==> config.mk <==
export PLATFORM = sky130hd
export DESIGN_NAME = reg_file_8x16
export DESIGN_NICKNAME = d
export VERILOG_FILES = /design/src/rtl/reg_file_8x16_pkg.sv /design/src/rtl/WriteDecoder_3_8.sv /design/src/rtl/reg_word.sv /design/src/rtl/reg_file_8x16.sv
export SDC_FILE = /design/constraint.sdc
export NUM_CORES = 1
export LEC_CHECK = 0
export BUFFER_PORTS_ARGS = -buffer_cell sky130_fd_sc_hd__buf_2
export CAP_MARGIN = 5
export CORE_AREA = 4 4 117 119
export DETAILED_ROUTE_END_ITERATION = 12
export DIE_AREA = 0 0 121 123
export MAX_ROUTING_LAYER = met4
export PLACE_DENSITY = 0.68
export SLEW_MARGIN = 15
export SYNTH_ARGS = -nofsm -noshare
export SYNTH_HDL_FRONTEND = slang
export SYNTH_SLANG_ARGS = --single-unit
==> constraint.sdc <==
create_clock -name clk -period 5.97 [get_ports clk]
set_input_delay 0.8955 -clock clk [delete_from_list [all_inputs] [get_ports clk]]
set_output_delay 0.8955 -clock clk [all_outputs]
set_load 0.1 [all_outputs]
==> src/rtl/reg_file_8x16_pkg.sv <==
// ============================================================================
// reg_file_8x16_pkg : shared register-file constants and types
// Rev 1.0
// ============================================================================
`default_nettype none

package reg_file_8x16_pkg;

    localparam int REG_ID_W = 3;
    localparam int NUM_REGS = 8;

    typedef logic [REG_ID_W-1:0] reg_id_t;

    localparam reg_id_t ZERO_REG = 3'd0;

endpackage : reg_file_8x16_pkg

`default_nettype wire

==> src/rtl/WriteDecoder_3_8.sv <==
// ============================================================================
// WriteDecoder_3_8 : 3:8 register write decoder, one-hot wordlines gated by en
// Rev 1.0
// ============================================================================
`default_nettype none

module WriteDecoder_3_8
    import reg_file_8x16_pkg::*;
(
    input  logic                en,
    input  logic [REG_ID_W-1:0] reg_id,
    output logic [NUM_REGS-1:0] wordline
);

    generate
        for (genvar i = 0; i < NUM_REGS; i++) begin : g_wl
            assign wordline[i] = en && (reg_id == REG_ID_W'(i));
        end
    endgenerate

endmodule : WriteDecoder_3_8

`default_nettype wire

==> src/rtl/reg_word.sv <==
// ============================================================================
// reg_word : one WIDTH-bit register with wordline write enable and sync reset
// Rev 1.0
// ============================================================================
`default_nettype none

module reg_word #(
    parameter int WIDTH = 16
) (
    input  logic             clk,
    input  logic             rst,
    input  logic             we,
    input  logic [WIDTH-1:0] d,
    output logic [WIDTH-1:0] q
);

    // Reset is tested first so an unknown enable cannot disturb a reset edge.
    always_ff @(posedge clk) begin
        if (rst) begin
            q <= '0;
        end else if (we) begin
            q <= d;
        end
    end

endmodule : reg_word

`default_nettype wire

==> src/rtl/reg_file_8x16.sv <==
// ============================================================================
// reg_file_8x16 : 8-entry register file, 2 async read ports, 1 sync write port
// Rev 1.0
// ============================================================================
`default_nettype none

module reg_file_8x16
    import reg_file_8x16_pkg::*;
#(
    parameter int WIDTH  = 16,
    parameter int BYPASS = 1
) (
    input  logic                clk,
    input  logic                rst,
    input  logic                WriteReg,
    input  logic [REG_ID_W-1:0] DstReg,
    input  logic [WIDTH-1:0]    DstData,
    input  logic [REG_ID_W-1:0] SrcReg1,
    input  logic [REG_ID_W-1:0] SrcReg2,
    output logic [WIDTH-1:0]    SrcData1,
    output logic [WIDTH-1:0]    SrcData2
);

    logic [NUM_REGS-1:0]            wordline;
    logic [NUM_REGS-1:0][WIDTH-1:0] regs;
    logic                           bypass_hit1;
    logic                           bypass_hit2;
    logic                           unused_wordline0;

    WriteDecoder_3_8 u_decoder (
        .en       (WriteReg),
        .reg_id   (DstReg),
        .wordline (wordline)
    );

    // R0 has no storage; its wordline is deliberately left unconnected.
    assign unused_wordline0 = wordline[0];
    assign regs[0]          = '0;

    generate
        for (genvar i = 1; i < NUM_REGS; i++) begin : g_word
            reg_word #(
                .WIDTH (WIDTH)
            ) u_word (
                .clk (clk),
                .rst (rst),
                .we  (wordline[i]),
                .d   (DstData),
                .q   (regs[i])
            );
        end
    endgenerate

    assign bypass_hit1 = (BYPASS != 0) && WriteReg && (DstReg == SrcReg1) && !rst;
    assign bypass_hit2 = (BYPASS != 0) && WriteReg && (DstReg == SrcReg2) && !rst;

    always_comb begin
        SrcData1 = regs[SrcReg1];
        if (SrcReg1 == ZERO_REG) begin
            SrcData1 = '0;
        end else if (bypass_hit1) begin
            SrcData1 = DstData;
        end
    end

    always_comb begin
        SrcData2 = regs[SrcReg2];
        if (SrcReg2 == ZERO_REG) begin
            SrcData2 = '0;
        end else if (bypass_hit2) begin
            SrcData2 = DstData;
        end
    end

endmodule : reg_file_8x16

`default_nettype wire
After elaboration in Yosys (flattened, before gate mapping)
Index checks and enable logic that the tools add are counted.
Word-level totals
  register bits: 112
  input port bits: 28
  output and inout port bits: 32
  word-level logic and storage cells: 40
Operators by class
  $lt $le $gt $ge: 2
  equality and inequality tests: 9
  multiplexer cells: 8
  reduce and logical (&&, ||, !) cells: 14
Operator list (number)
  binary-select mux 16 bit (select 3 bit): 2
  two-way mux 16 bit: 6
  == test 3 bit (second input constant): 4
  logical AND 1 bit: 11
  less-than comparator 3 x 4 -> 1 bit (second input constant): 2
  == test 3 x 2 -> 1 bit (second input constant): 2
  == test 3 bit: 2
  logical NOT 3 bit: 2
  == test 3 x 1 -> 1 bit (second input constant): 1
  logical NOT 1 bit: 1

Depth between registers and ports, before layout
Gate-level depths: netlist of run 1.
  depth after elaboration: 5
  depth in mapped cells: 7
  gate-level depth less buffers: 4

Modules after synthesis
Synthesis of run 1 repeated with hierarchy kept, for this count alone.
Second synthesis, totals
  cells, all modules: 641
  area total of the unflattened synthesis: 6373.6 µm²
Modules (own cells, without submodules)
  reg_word: instances 7, cells each 52, area each 580.6 µm², sequential area each 320.3 µm²
  reg_file_8x16: instances 1, cells each 269, area each 2213.4 µm², sequential area each 0.0 µm²
  WriteDecoder_3_8: instances 1, cells each 8, area each 96.3 µm², sequential area each 0.0 µm²

Worst setup path after synthesis of run 1
No wires, ideal clock.
  path type: input -> output
  from: in DstReg[2]
  to: out SrcData1[10]
  arrival time: 4021 ps
  data required time: 5075 ps
  path slack: 1054 ps
  cell stages on the path: 6
  buffers on the path: 2
  cells stage by stage: buf_4 > xor2_1 > nor4_4 > clkbuf_1 > a2111oi_0 > nor3_1
Between the ends
  word-level cells in the longest chain between the ends: 5
Ends and longest elaborated chain
  start, declared: RTL line reg_file_8x16.sv:16  | input logic [REG_ID_W-1:0] DstReg,
  == test 3 bit: RTL line reg_file_8x16.sv:54  | assign bypass_hit1 = (BYPASS != 0) && WriteReg && (DstReg == SrcReg1) && !rst;
  logical AND 1 bit (2 in series): RTL line reg_file_8x16.sv:54
  two-way mux 16 bit: RTL line reg_file_8x16.sv:61  | end else if (bypass_hit1) begin
  two-way mux 16 bit: RTL line reg_file_8x16.sv:59  | if (SrcReg1 == ZERO_REG) begin
  end, declared: RTL line reg_file_8x16.sv:20  | output logic [WIDTH-1:0] SrcData1,
No other way between the ends.

Final worst setup path of run 1
  from: in SrcReg2[0]
  to: out SrcData2[15]
Between the ends
  word-level cells in the longest chain between the ends: 5
  elaborated cells on any way between the ends: 8
  classes of those cells: eq/ne (1); mux (4); reduce/logical (3)
Ends and longest elaborated chain
  start, declared: RTL line reg_file_8x16.sv:19  | input logic [REG_ID_W-1:0] SrcReg2,
  parallel branches: the longest is 4 deep, another holds binary-select mux 16 bit (select 3 bit)
  two-way mux 16 bit (*): RTL line reg_file_8x16.sv:68  | if (SrcReg2 == ZERO_REG) begin
  end, declared: RTL line reg_file_8x16.sv:21  | output logic [WIDTH-1:0] SrcData2
Mark *: on every way between the ends. The select of a mux whose other input is x is not followed.

==> load_flow_metrics.sql, run 1 <==
INSERT INTO impl_metrics (metric_group, metric, value, unit) VALUES
('cts', 'path_clk_slew', '70', 'ps'),
('pwr', 'cellPowerDensity', '244', 'nW/um2'),
('die', 'die_x', '121', 'um'),
('sta', 'worst_slew_pin_slew', '1190', 'ps'),
('worst_setup_path', 'cp_cell_sequence', 'buf_2 -> nor2b_1 -> and2_0 -> a2111oi_0 -> nor3_1 -> buf_2', ''),
('sta', 'worst_hold_slack', '474', 'ps'),
('synth', 'netlist_top_cells_area', 'sky130_fd_sc_hd__dfxtp_1 36%, sky130_fd_sc_hd__nand2_1 14%, sky130_fd_sc_hd__mux2i_1 12%', ''),
('placement', 'place_area', '6450', 'um2'),
('cells_and_area', 'largest_register_ffs', '112', ''),
('synth', 'synth-edff-count', '0', ''),
('routing', 'drt_iter0_markers', '766', ''),
('cts', 'maximum_count_of_clock_buffers_along_a_single_path', '2', ''),
('die', 'die-area', '14900', 'um2'),
('worst_setup_path', 'crit-reg2reg-capture', 'g_word[3].u_word.q[11]', ''),
('cts', 'cts_num_sinks', '112', ''),
('cells_and_area', 'registers.top_by_ff_count', 'g_word.u_word.q', ''),
('cells_and_area', 'stdcell_area', '6730', 'um2'),
('synth', 'ys_async_sr_fraction', '0', '%'),
('synth', 'ys_seq_area_share', '36.1', '%'),
('hold_path', 'hold_path_end', 'g_word[5].u_word.q[7]', ''),
('die', 'ports', '60', ''),
('global_routing', 'grt_first_pass_wirelength', '32.2', 'mm'),
('cells_and_area', 'antenna_cells_inserted', '0', ''),
('pwr', 'power_leakage', '0.00245', 'uW'),
('cells_and_area', 'final_layout_size_suffix_gt1_share', '13.3', '%'),
('placement', 'place_congestion', '0.955', ''),
('routing', 'ant_nets_after_route', '0', ''),
('sta', 'relSlewSlack', '19.9', '%'),
('hold_path', 'hold_start', 'g_word[5].u_word.q[7]', ''),
('placement', 'place.port_buffers', '59', ''),
('global_routing', 'globalRouteTotalUtil', '29.0', '%'),
('cts', 'clkLatencyLatePin', '350', 'ps'),
('sta', 'achievable_freq', '0.227', 'GHz'),
('synth', 'ys_warn_count', '0', ''),
('sta', 'timing.final.setup_violations', '0', ''),
('routing', 'post-route-drc-count', '0', ''),
('global_routing', 'first_global_vias', '5876', ''),
('global_routing', 'grt_antenna_before_repair', '0', ''),
('worst_setup_path', 'worstSetupStartpointType', 'input port', ''),
('synth', 'synth_seq_cells', '112', ''),
('synth', 'synth_area', '6210', 'um2'),
('die', 'die-height', '123', 'um'),
('synth', 'postSynthNetCount', '845', ''),
('routing', 'drtPass1Iterations', '5', ''),
('die', 'core_region_area', '12600', 'um2'),
('worst_setup_path', 'cp.required', '5070', 'ps'),
('run_status', 'outcome', 'completed', ''),
('worst_setup_path', 'critPathSlowestCell', 'sky130_fd_sc_hd__nor2b_1', ''),
('cells_and_area', 'final_net_count', '843', ''),
('worst_setup_path', 'r2r_cells', '2', ''),
('placement', 'detailed_place_hpwl', '13.5', 'mm'),
('sta', 'grt_setup_unrepaired', 'no', ''),
('worst_setup_path', 'timing.critical_path.to_type', 'output pin', ''),
('global_routing', 'pin_count_of_the_biggest_net_entering_global_routing', '113', ''),
('job', 'max_cap_viols', '0', ''),
('sta', 'slew_viol_final', '0', ''),
('die', 'start_util', '49.4', '%'),
('synth', 'synth_top_area_share', '36.1', '%'),
('global_routing', 'grt.overflow.total', '0', ''),
('worst_setup_path', 'reg_to_reg_critical_path_startpoint', 'g_word[3].u_word.q[11]', ''),
('routing', 'routed-via-count', '6180', ''),
('cts', 'ctsResizeCount', '0', ''),
('cts', 'post_cts.repair.setup_buffers', '0', ''),
('worst_setup_path', 'critical_path_peak_fanout', '18', ''),
('synth', 'synthDistinctLibCells', '38', ''),
('pwr', 'vdd.ir_drop.worst', '0.209', 'mV'),
('cts', 'cts_hold_repair.buffers', '0', ''),
('synth', 'synth_ff_type', 'sky130_fd_sc_hd__dfxtp_1', ''),
('synth', 'syn_inst', '817', ''),
('sta', 'final_hold_viol_count', '0', ''),
('sta', 'post-route-min-period', '4410', 'ps');
## layout by cell type (no fill, tap or decap), types with 2 or more instances in the layout
cell	netlist	layout
sky130_fd_sc_hd__nor2_2	1	5
sky130_fd_sc_hd__mux2_2	7	7
sky130_fd_sc_hd__buf_4	3	8
sky130_fd_sc_hd__mux2i_1	74	74
sky130_fd_sc_hd__nand3_1	3	3
sky130_fd_sc_hd__dfxtp_1	112	112
sky130_fd_sc_hd__o41ai_2	2	2
sky130_fd_sc_hd__clkinv_4	0	3
sky130_fd_sc_hd__nor2_1	60	56
sky130_fd_sc_hd__a21oi_1	112	112
sky130_fd_sc_hd__xor2_1	5	5
sky130_fd_sc_hd__nor2b_1	4	4
sky130_fd_sc_hd__o22ai_1	31	31
sky130_fd_sc_hd__inv_1	3	3
sky130_fd_sc_hd__nor3_2	1	4
sky130_fd_sc_hd__mux4_1	3	3
sky130_fd_sc_hd__nand2b_1	7	7
sky130_fd_sc_hd__mux4_2	5	5
sky130_fd_sc_hd__clkbuf_16	0	9
sky130_fd_sc_hd__clkinv_2	0	2
sky130_fd_sc_hd__nand2_1	231	231
sky130_fd_sc_hd__or4_1	2	2
sky130_fd_sc_hd__nor3_1	33	30
sky130_fd_sc_hd__buf_2	18	58
sky130_fd_sc_hd__a22o_1	6	6
sky130_fd_sc_hd__a2111oi_0	24	24
## Yosys cell counts, types with 2 or more instances
cell                        instances
sky130_fd_sc_hd__mux2_2             7
sky130_fd_sc_hd__nand2_1          231
sky130_fd_sc_hd__nand3_1            3
sky130_fd_sc_hd__o22ai_1           31
sky130_fd_sc_hd__buf_1              3
sky130_fd_sc_hd__dfxtp_1          112
sky130_fd_sc_hd__clkbuf_1          53
sky130_fd_sc_hd__mux4_2             5
sky130_fd_sc_hd__buf_6              2
sky130_fd_sc_hd__xor2_1             5
sky130_fd_sc_hd__nand2b_1           7
sky130_fd_sc_hd__or4_1              2
sky130_fd_sc_hd__nor2b_1            4
sky130_fd_sc_hd__buf_2             18
sky130_fd_sc_hd__a2111oi_0         24
sky130_fd_sc_hd__a22o_1             6
sky130_fd_sc_hd__o41ai_2            2
sky130_fd_sc_hd__nor3_1            33
sky130_fd_sc_hd__inv_1              3
sky130_fd_sc_hd__mux2i_1           74
sky130_fd_sc_hd__mux4_1             3
sky130_fd_sc_hd__nor2_1            60
sky130_fd_sc_hd__a21oi_1          112
sky130_fd_sc_hd__buf_4              3
## area by class of cell
type	count	area [um2]
multi-input cells	623	3630
inverters	3	11.3
fillers	1183	5830
clock inverters	7	56.3
flip-flops and latches	112	2240
repair buffers	66	350
clock buffers	9	225
well taps	172	215
## cell families (layout without fill, tap and decap cells)
group | after synthesis | in the layout | synth area share, %
compound gates | 178 | 178 | 17.3
xor+xnor | 6 | 6 | 1.15
buf+inv | 82 | 85 | 5.74
flops | 112 | 112 | 36.1
mux | 89 | 89 | 16.3
simple gates | 350 | 350 | 23.4
## power breakdown
| group | internal (uW) | switching (uW) | leakage, uW |
|---|---|---|---|
| clock network | 289 | 298 | 0.000142 |
| registers | 762 | 13.1 | 0.000906 |
| logic | 64.9 | 220 | 0.00140 |
## stage by stage
stage	total power (uW)	util [%]	std cells	setup slack, ps
after floorplan	1010	-	817	1050
after global placement	1070	51.3	976	1820
after detailed placement	1070	51.3	976	1700
after CTS	1650	53.6	992	1680
after global routing	1700	53.6	992	1390
final	1650	53.6	992	1560
## worst max-delay path by stage
stage,startpoint,end,cells past startpoint
floorplan,DstReg[2],SrcData1[10],6
CTS,SrcReg2[0],SrcData2[15],6
finish,SrcReg2[0],SrcData2[15],6
detailed placement,SrcReg2[0],SrcData2[15],6
global placement,SrcReg2[0],SrcData2[15],6
global route,SrcReg2[0],SrcData2[15],6
## worst max-delay path: cells and delay by family
family          cells  cell delay (ps)
simple gates        3             1430
compound gates      1              220
buf+inv             2              950
## per-layer routing
metal	track usage (%)	vias up	routed length (um)
li1	-	2825	-
met1	36.5	2960	8550
met2	45.4	330	9410
met3	6.31	65	2000
met4	12.0	0	889
met5	-	-	0
No activity file was read; power rests on OpenSTA's default activity.
==> inputs of run 2 (changes only) <==
--- a/config.mk
+++ b/config.mk
@@ -5,11 +5,12 @@
 export SDC_FILE = /design/constraint.sdc
 export NUM_CORES = 1
 export LEC_CHECK = 0
+export ABC_AREA = 1
 export BUFFER_PORTS_ARGS = -buffer_cell sky130_fd_sc_hd__buf_2
 export CAP_MARGIN = 5
-export CORE_AREA = 4 4 117 119
+export CORE_AREA = 4 4 121 123
 export DETAILED_ROUTE_END_ITERATION = 12
-export DIE_AREA = 0 0 121 123
+export DIE_AREA = 0 0 125 127
 export MAX_ROUTING_LAYER = met4
 export PLACE_DENSITY = 0.68
 export SLEW_MARGIN = 15
==> constraint.sdc (replaced) <==
create_clock -name clk -period 4.3 [get_ports clk]
set_input_delay 0.645 -clock clk [delete_from_list [all_inputs] [get_ports clk]]
set_output_delay 0.645 -clock clk [all_outputs]
set_load 0.1 [all_outputs]
==> run 2 against run 1 <==
Flip-flop and latch count unchanged; total power up 59%; critical path type unchanged; area after synthesis up 8.0%; critical path depth up 4; sequential power up 39%; wire length up 15%.
==> load_flow_metrics.sql, run 2 <==
INSERT INTO impl_metrics (metric_group, metric, value, unit) VALUES
('worst_setup_path', 'cpLargestDelayFamily', 'buffers and inverters', ''),
('pwr', 'vdd.ir_drop.worst', '0.268', 'mV'),
('synth', 'synth_top_area_share', '33.5', '%'),
('hold_path', 'worst_hold_path.num_cells', '2', ''),
('cts', 'tritoncts', 'yes', ''),
('sta', 'relSlewSlack', '35.6', '%'),
('cts', 'post_cts.repair.setup_buffers', '0', ''),
('sta', 'final_hold_viol_count', '0', ''),
('routing', 'drtPass1Iterations', '5', ''),
('global_routing', 'pin_count_of_the_biggest_net_entering_global_routing', '85', ''),
('placement', 'detailed_place_hpwl', '14.9', 'mm'),
('cells_and_area', 'mostFrequentLayoutCell', 'sky130_fd_sc_hd__nand2_1', ''),
('synth', 'postSynthNetCount', '1164', ''),
('worst_setup_path', 'cp.required', '3650', 'ps'),
('synth', 'ys_async_sr_fraction', '0', '%'),
('cts', 'path_clk_slew', '70', 'ps'),
('synth', 'netlist_top_cells_area', 'sky130_fd_sc_hd__dfxtp_1 33%, sky130_fd_sc_hd__nand2_1 28%, sky130_fd_sc_hd__nand3_1 9.9%', ''),
('synth', 'post_synth_most_frequent_cells', '493 x sky130_fd_sc_hd__nand2_1, 132 x sky130_fd_sc_hd__nand3_1, 126 x sky130_fd_sc_hd__a21oi_1', ''),
('worst_setup_path', 'worstSetupStartpointType', 'input port', ''),
('sta', 'fin_skew', '0', 'ps'),
('cts', 'cts_num_sinks', '112', ''),
('cts', 'maximum_count_of_clock_buffers_along_a_single_path', '2', ''),
('placement', 'place_congestion', '0.925', ''),
('worst_setup_path', 'worstSetupPathType', 'input port to output pin', ''),
('synth', 'ys_warn_count', '0', ''),
('cells_and_area', 'antenna_cells_inserted', '0', ''),
('worst_setup_path', 'critPathSlowestCell', 'sky130_fd_sc_hd__buf_2', ''),
('cts', 'ctsResizeCount', '0', ''),
('cts', 'clkLatencyLatePin', '360', 'ps'),
('die', 'start_util', '49.0', '%'),
('worst_setup_path', 'timing.critical_path.to_type', 'output pin', ''),
('die', 'die-area', '15900', 'um2'),
('sta', 'achievable_freq', '0.286', 'GHz'),
('cts', 'numCtsBuffers', '9', ''),
('die', 'ports', '60', ''),
('synth', 'synth_ff_type', 'sky130_fd_sc_hd__dfxtp_1', ''),
('cells_and_area', 'final-seq-area', '2240', 'um2'),
('synth', 'synthesis.area_per_instance', '5.90', 'um2'),
('pwr', 'cellPowerDensity', '353', 'nW/um2'),
('cells_and_area', 'finish.utilization', '54.4', '%'),
('die', 'core_region_area', '13700', 'um2'),
('cells_and_area', 'stdcell_area', '7440', 'um2'),
('synth', 'yosys.cell_count.top_type', 'sky130_fd_sc_hd__nand2_1', ''),
('sta', 'setup_slack', '809', 'ps'),
('routing', 'ant_nets_after_route', '0', ''),
('cells_and_area', 'final_net_count', '1156', ''),
('cells_and_area', 'layout_common_cells', '493 x sky130_fd_sc_hd__nand2_1, 132 x sky130_fd_sc_hd__nand3_1, 126 x sky130_fd_sc_hd__a21oi_1', ''),
('cells_and_area', 'final_layout_size_suffix_gt1_share', '9.97', '%'),
('synth', 'ys_seq_area_share', '33.5', '%'),
('global_routing', 'globalRouteTotalUtil', '30.2', '%'),
('die', 'die-height', '127', 'um'),
('global_routing', 'first_global_vias', '6622', ''),
('run_status', 'outcome', 'completed', ''),
('cells_and_area', 'registers.top_by_ff_count', 'g_word.u_word.q', ''),
('sta', 'post_route_clock_period_utilization', '81.2', '%'),
('placement', 'preCtsSetupSlack', '866', 'ps'),
('sta', 'worst_slew_pin_slew', '967', 'ps'),
('cells_and_area', 'top_registers', 'g_word.u_word.q (112)', ''),
('synth', 'syn_inst', '1136', ''),
('routing', 'drt_iter0_markers', '1033', ''),
('pwr', 'power_leakage', '0.00295', 'uW'),
('synth', 'synth_seq_cells', '112', ''),
('sta', 'setup_tns', '0', 'ps'),
('synth', 'synth-edff-count', '0', ''),
('worst_setup_path', 'r2r_cells', '2', ''),
('synth', 'synthDistinctLibCells', '27', ''),
('cts', 'cts-htree-levels', '3', ''),
('routing', 'detail_route.wl_per_cell', '18.2', 'um'),
('cells_and_area', 'fill_cells', '1442', ''),
('placement', 'place.port_buffers', '59', ''),
('cells_and_area', 'multiInputGateArea', '3870', 'um2'),
('sta', 'post-route-min-period', '3490', 'ps'),
('sta', 'grt_setup_unrepaired', 'no', ''),
('worst_setup_path', 'cp_cell_sequence', 'buf_2 -> inv_8 -> nand2_1 -> nand2_1 -> nor2_2 -> nand2_4 -> nand2_1 -> nor2_1 -> nor2_1 -> buf_2', ''),
('global_routing', 'grt.overflow.total', '0', ''),
('placement', 'place_area', '7130', 'um2'),
('routing', 'finalWirelength', '24.0', 'mm'),
('die', 'die_x', '125', 'um'),
('hold_path', 'hold_class', 'flop to flop', ''),
('sta', 'slew_viol_final', '0', ''),
('worst_setup_path', 'critical_path_peak_fanout', '52', ''),
('routing', 'drt-vias-per-instance', '5.73', ''),
('worst_setup_path', 'cp.arrival', '2850', 'ps'),
('worst_setup_path', 'worstSetupPathDepth', '10', ''),
('cells_and_area', 'areaGrowthSynthToFinish', '11.0', '%'),
('die', 'num_rows', '43', ''),
('worst_setup_path', 'critical_path.most_common_cell', 'sky130_fd_sc_hd__nand2_1', ''),
('synth', 'synth_area', '6700', 'um2'),
('routing', 'post-route-drc-count', '0', ''),
('global_routing', 'grt_antenna_before_repair', '0', ''),
('cells_and_area', 'largest_register_ffs', '112', ''),
('sta', 'timing.final.setup_violations', '0', ''),
('global_routing', 'grt_first_pass_wirelength', '37.1', 'mm'),
('job', 'max_cap_viols', '0', ''),
('routing', 'routed-via-count', '7524', ''),
('worst_setup_path', 'worst_path_largest_cell_delay', '510', 'ps'),
('synth', 'synth.largest_area_cell', 'sky130_fd_sc_hd__dfxtp_1', ''),
('worst_setup_path', 'worstPathBufferInverterCount', '3', ''),
('cts', 'cts_hold_repair.buffers', '0', ''),
('cts', 'clk_root_buffer_cell', 'sky130_fd_sc_hd__clkbuf_16', '');
==> run 2: cell types whose count changed in the layout (fill, tap and decap cells not counted), moves of 22 or more <==
| cell | delta |
|---|---|
| sky130_fd_sc_hd__nand3_1 | +129 |
| sky130_fd_sc_hd__mux2i_1 | -74 |
| sky130_fd_sc_hd__o21ai_0 | +22 |
| sky130_fd_sc_hd__nor3_1 | -22 |
| sky130_fd_sc_hd__nand2_1 | +262 |
| sky130_fd_sc_hd__o22ai_1 | -31 |
| sky130_fd_sc_hd__a2111oi_0 | -24 |
| sky130_fd_sc_hd__nor2_1 | +22 |
==> run 2: kinds of logic (layout without fill, tap and decap cells) <==
group | count (synthesis) | in the layout | share of synthesized area, %
AOI/OAI and AO/OA | 170 | 170 | 13.1
buffers and inverters | 124 | 121 | 8.79
DFF | 112 | 112 | 33.5
and+or+nand+nor | 730 | 730 | 44.7
==> run 2: final timing paths <==
| check | from | to | slack [ps] |
|---|---|---|---|
| worst max-delay path | SrcReg2[0] | SrcData2[9] | 810 |
| worst max register to register | g_word[2].u_word.q[14] | g_word[2].u_word.q[14] | 3590 |
| worst min register to register | g_word[7].u_word.q[5] | g_word[7].u_word.q[5] | 480 |
| worst min-delay path | g_word[7].u_word.q[5] | g_word[7].u_word.q[5] | 480 |
==> run 2: area by class of cell <==
cell class | instances | share of cell area (%)
tap | 180 | 3.03
sequential | 112 | 30.1
clock inverter | 7 | 1.04
multi-input combinational | 900 | 52.0
inverter | 33 | 1.77
clock buffer | 9 | 3.03
timing repair buffer | 72 | 8.95
==> run 2: stage by stage <==
stage / hold WS (ps) / cells / total power [uW]
after detailed placement: 469 / 1297 / 1760
after floorplan: 450 / 1136 / 1570
after global routing: 506 / 1313 / 2700
final: 480 / 1313 / 2620
after global placement: 464 / 1297 / 1750
after CTS: 483 / 1313 / 2620
==> run 2: routing by layer <==
layer	vias to the layer above	GRT usage [%]	wire length, um
met2	386	46.8	10800
met5	-	-	0
met3	71	5.31	2250
met1	3440	39.8	10100
li1	3627	-	-
met4	0	11.1	842
==> run 2: worst register-to-register path: cells and delay by family, from the launching register on <==
kind	cells	cell delay, ps
AO/OA/AOI/OAI	1	230
buffers and inverters	1	50
flip-flops	1	330
==> run 2: report_power, final <==
part	switching (uW)	internal, uW	total [uW]	leakage [uW]
Sequential	17.0	1060	1080	0.000907
Combinational	499	164	663	0.00190
Clock	423	459	883	0.000147
==> inputs of run 3 (changes only) <==
--- a/config.mk
+++ b/config.mk
@@ -12,7 +12,7 @@
 export DETAILED_ROUTE_END_ITERATION = 12
 export DIE_AREA = 0 0 125 127
 export MAX_ROUTING_LAYER = met4
-export PLACE_DENSITY = 0.68
+export PLACE_DENSITY = 0.71
 export SLEW_MARGIN = 15
 export SYNTH_ARGS = -nofsm -noshare
 export SYNTH_HDL_FRONTEND = slang
==> constraint.sdc (replaced) <==
create_clock -name clk -period 2.9 [get_ports clk]
set_input_delay 0.435 -clock clk [delete_from_list [all_inputs] [get_ports clk]]
set_output_delay 0.435 -clock clk [all_outputs]
set_load 0.1 [all_outputs]
==> run 3 against run 2 <==
Sequential power rose by 48%; setup slack got worse by 530 ps; via count rose by 1.6%; first-iteration DRC count rose by 5.9%; design area rose by 5.2%.
==> load_flow_metrics.sql, run 3 (synthesized netlist as in run 2, its figures left out) <==
INSERT INTO impl_metrics (metric_group, metric, value, unit) VALUES
('sta', 'fin_skew', '0', 'ps'),
('cells_and_area', 'largest_register_ffs', '112', ''),
('pwr', 'vdd.ir_drop.worst', '0.364', 'mV'),
('cts', 'clk_root_buffer_cell', 'sky130_fd_sc_hd__clkbuf_16', ''),
('sta', 'slew_viol_final', '0', ''),
('pwr', 'p_int', '2610', 'uW'),
('worst_setup_path', 'crit-reg2reg-capture', 'g_word[6].u_word.q[15]', ''),
('worst_setup_path', 'worstSetupStartpointType', 'input port', ''),
('global_routing', 'pin_count_of_the_biggest_net_entering_global_routing', '99', ''),
('run_status', 'outcome', 'completed', ''),
('worst_setup_path', 'cp.arrival', '2180', 'ps'),
('die', 'die_x', '125', 'um'),
('pwr', 'power_leakage', '0.00309', 'uW'),
('cells_and_area', 'top_registers', 'g_word.u_word.q (112)', ''),
('pwr', 'part_of_the_power_in_registers', '39.9', '%'),
('die', 'die-area', '15900', 'um2'),
('sta', 'achievable_freq', '0.382', 'GHz'),
('pwr', 'combinationalPowerShare', '27.1', '%'),
('pwr', 'p_total', '4000', 'uW'),
('sta', 'grt_setup_unrepaired', 'no', ''),
('worst_setup_path', 'timing.reg2reg.setup_slack', '2200', 'ps'),
('cells_and_area', 'layout_common_cells', '493 x sky130_fd_sc_hd__nand2_1, 132 x sky130_fd_sc_hd__nand3_1, 124 x sky130_fd_sc_hd__a21oi_1', ''),
('hold_path', 'hold_path_end', 'g_word[1].u_word.q[0]', ''),
('sta', 'relSlewSlack', '27.5', '%'),
('global_routing', 'globalRouteTotalUtil', '30.8', '%'),
('cells_and_area', 'mostFrequentLayoutCell', 'sky130_fd_sc_hd__nand2_1', ''),
('cells_and_area', 'stdcell_area', '7830', 'um2'),
('cells_and_area', 'finish.cell_count_without_fillers', '1329', ''),
('worst_setup_path', 'reg_to_reg_critical_path_startpoint', 'g_word[6].u_word.q[15]', ''),
('worst_setup_path', 'cp_cell_sequence', 'buf_2 -> buf_4 -> nand2_1 -> nand2_1 -> a21oi_1 -> nor3_1 -> nor2_1 -> nor2_1 -> buf_12', ''),
('worst_setup_path', 'r2r_cells', '2', ''),
('die', 'start_util', '49.0', '%'),
('cts', 'cts_hold_repair.buffers', '0', ''),
('cells_and_area', 'antenna_cells_inserted', '0', ''),
('hold_path', 'hold_start', 'rst', ''),
('hold_path', 'hold_class', 'input port to flop', ''),
('cts', 'cts-htree-levels', '3', ''),
('routing', 'ant_nets_after_route', '0', ''),
('pwr', 'cellPowerDensity', '511', 'nW/um2'),
('die', 'core_region_area', '13700', 'um2'),
('routing', 'drt_iter0_markers', '1094', ''),
('sta', 'setup_tns', '0', 'ps'),
('die', 'die-height', '127', 'um'),
('cts', 'maximum_count_of_clock_buffers_along_a_single_path', '2', ''),
('sta', 'final_hold_viol_count', '0', ''),
('worst_setup_path', 'critical_path_peak_fanout', '45', ''),
('routing', 'detail_route.wl_per_cell', '17.8', 'um'),
('worst_setup_path', 'worstSetupPathType', 'input port to output pin', ''),
('routing', 'routed-via-count', '7647', ''),
('pwr', 'power.clock.fraction', '33.0', '%'),
('sta', 'post-route-min-period', '2620', 'ps'),
('routing', 'drt-vias-per-instance', '5.75', ''),
('cts', 'ctsResizeCount', '0', ''),
('global_routing', 'grt.overflow.total', '0', ''),
('routing', 'post-route-drc-count', '0', ''),
('cts', 'cts_num_sinks', '112', ''),
('cells_and_area', 'areaGrowthSynthToFinish', '16.8', '%'),
('worst_setup_path', 'timing.critical_path.to_type', 'output pin', ''),
('cts', 'clkLatencyLatePin', '360', 'ps'),
('job', 'max_cap_viols', '0', ''),
('sta', 'post_route_clock_period_utilization', '90.2', '%'),
('pwr', 'power.share.switching', '34.8', '%'),
('die', 'ports', '60', ''),
('placement', 'place_inst', '1313', ''),
('hold_path', 'worst_hold_path.num_cells', '2', ''),
('worst_setup_path', 'worstPathBufferInverterCount', '3', ''),
('cells_and_area', 'final_net_count', '1172', ''),
('sta', 'worst_slew_pin_slew', '1090', 'ps'),
('pwr', 'total_switching_power', '1390', 'uW'),
('worst_setup_path', 'worst_path_largest_cell_delay', '510', 'ps'),
('cells_and_area', 'final_layout_size_suffix_gt1_share', '12.6', '%'),
('cts', 'tritoncts', 'yes', ''),
('worst_setup_path', 'cpLargestDelayFamily', 'buffers and inverters', ''),
('placement', 'detailed_place_hpwl', '14.9', 'mm'),
('placement', 'place.port_buffers', '59', ''),
('worst_setup_path', 'critPathSlowestCell', 'sky130_fd_sc_hd__buf_4', ''),
('die', 'num_rows', '43', ''),
('worst_setup_path', 'cp.required', '2470', 'ps'),
('routing', 'drtPass1Iterations', '7', ''),
('placement', 'place_congestion', '0.948', ''),
('cts', 'numCtsBuffers', '9', ''),
('sta', 'worst_hold_slack', '376', 'ps'),
('placement', 'place_area', '7520', 'um2'),
('global_routing', 'grt_antenna_before_repair', '0', ''),
('routing', 'finalWirelength', '23.7', 'mm'),
('cts', 'path_clk_slew', '70', 'ps'),
('global_routing', 'grt_first_pass_wirelength', '38.4', 'mm'),
('global_routing', 'first_global_vias', '6992', ''),
('cts', 'post_cts.repair.setup_buffers', '0', ''),
('cells_and_area', 'registers.top_by_ff_count', 'g_word.u_word.q', ''),
('sta', 'timing.final.setup_violations', '0', '');
-- run 3: cell types whose count changed in the layout (fill, tap and decap cells not counted), sizes merged --
cell	before	now
inv	35	32
clkbuf	9	11
clkinvlp	1	2
buf	72	88
-- run 3: worst register-to-register path, delay by kind of cell, from the launching register on --
family | cells | cell delay (ps)
AO/OA/AOI/OAI | 1 | 160
AND/OR/NAND/NOR | 1 | 70
flip-flops | 1 | 390
-- run 3: worst max path at each step --
stage	from	to	cells after the start
CTS	SrcReg2[1]	SrcData2[12]	9
global placement	SrcReg2[1]	SrcData2[12]	9
detailed placement	SrcReg2[1]	SrcData2[12]	9
global route	SrcReg2[1]	SrcData2[12]	9
finish	SrcReg2[0]	SrcData2[4]	9
floorplan	rst	SrcData2[10]	7
-- run 3: cell type report --
| type | instances | area (um2) |
|---|---|---|
| Tap cell | 180 | 225 |
| Sequential cell | 112 | 2240 |
| Inverter | 33 | 131 |
| Clock inverter | 5 | 55.1 |
| Multi-Input combinational cell | 900 | 3910 |
| Timing Repair Buffer | 88 | 1010 |
| Clock buffer | 11 | 253 |
| Fill cell | 1338 | 5840 |
-- run 3: power groups by stage --
| stage | sequential (uW) | clock, uW | combinational, uW |
|---|---|---|---|
| finish | 1600 | 1320 | 1080 |
| detailed placement | 1630 | 0 | 1070 |
| global placement | 1630 | 0 | 1060 |
| global route | 1600 | 1370 | 1140 |
| floorplan | 1620 | 0 | 710 |
| CTS | 1600 | 1330 | 1070 |
-- run 3: metal layers --
metal / track usage (%) / part of all wire (%) / up-vias
met4: 11.5 / 3.1 / 0
met5: - / 0 / -
met3: 5.48 / 11 / 67
li1: - / - / 3658
met1: 42.0 / 42 / 3459
met2: 46.2 / 44 / 463
-- run 3: stage by stage --
step	utilization, %	worst slack, ps
2_1_floorplan	-	-173
3_3_place_gp	55.0	394
3_5_place_dp	55.0	369
4_1_cts	57.3	365
5_1_grt	57.3	87.0
6_report	57.3	283
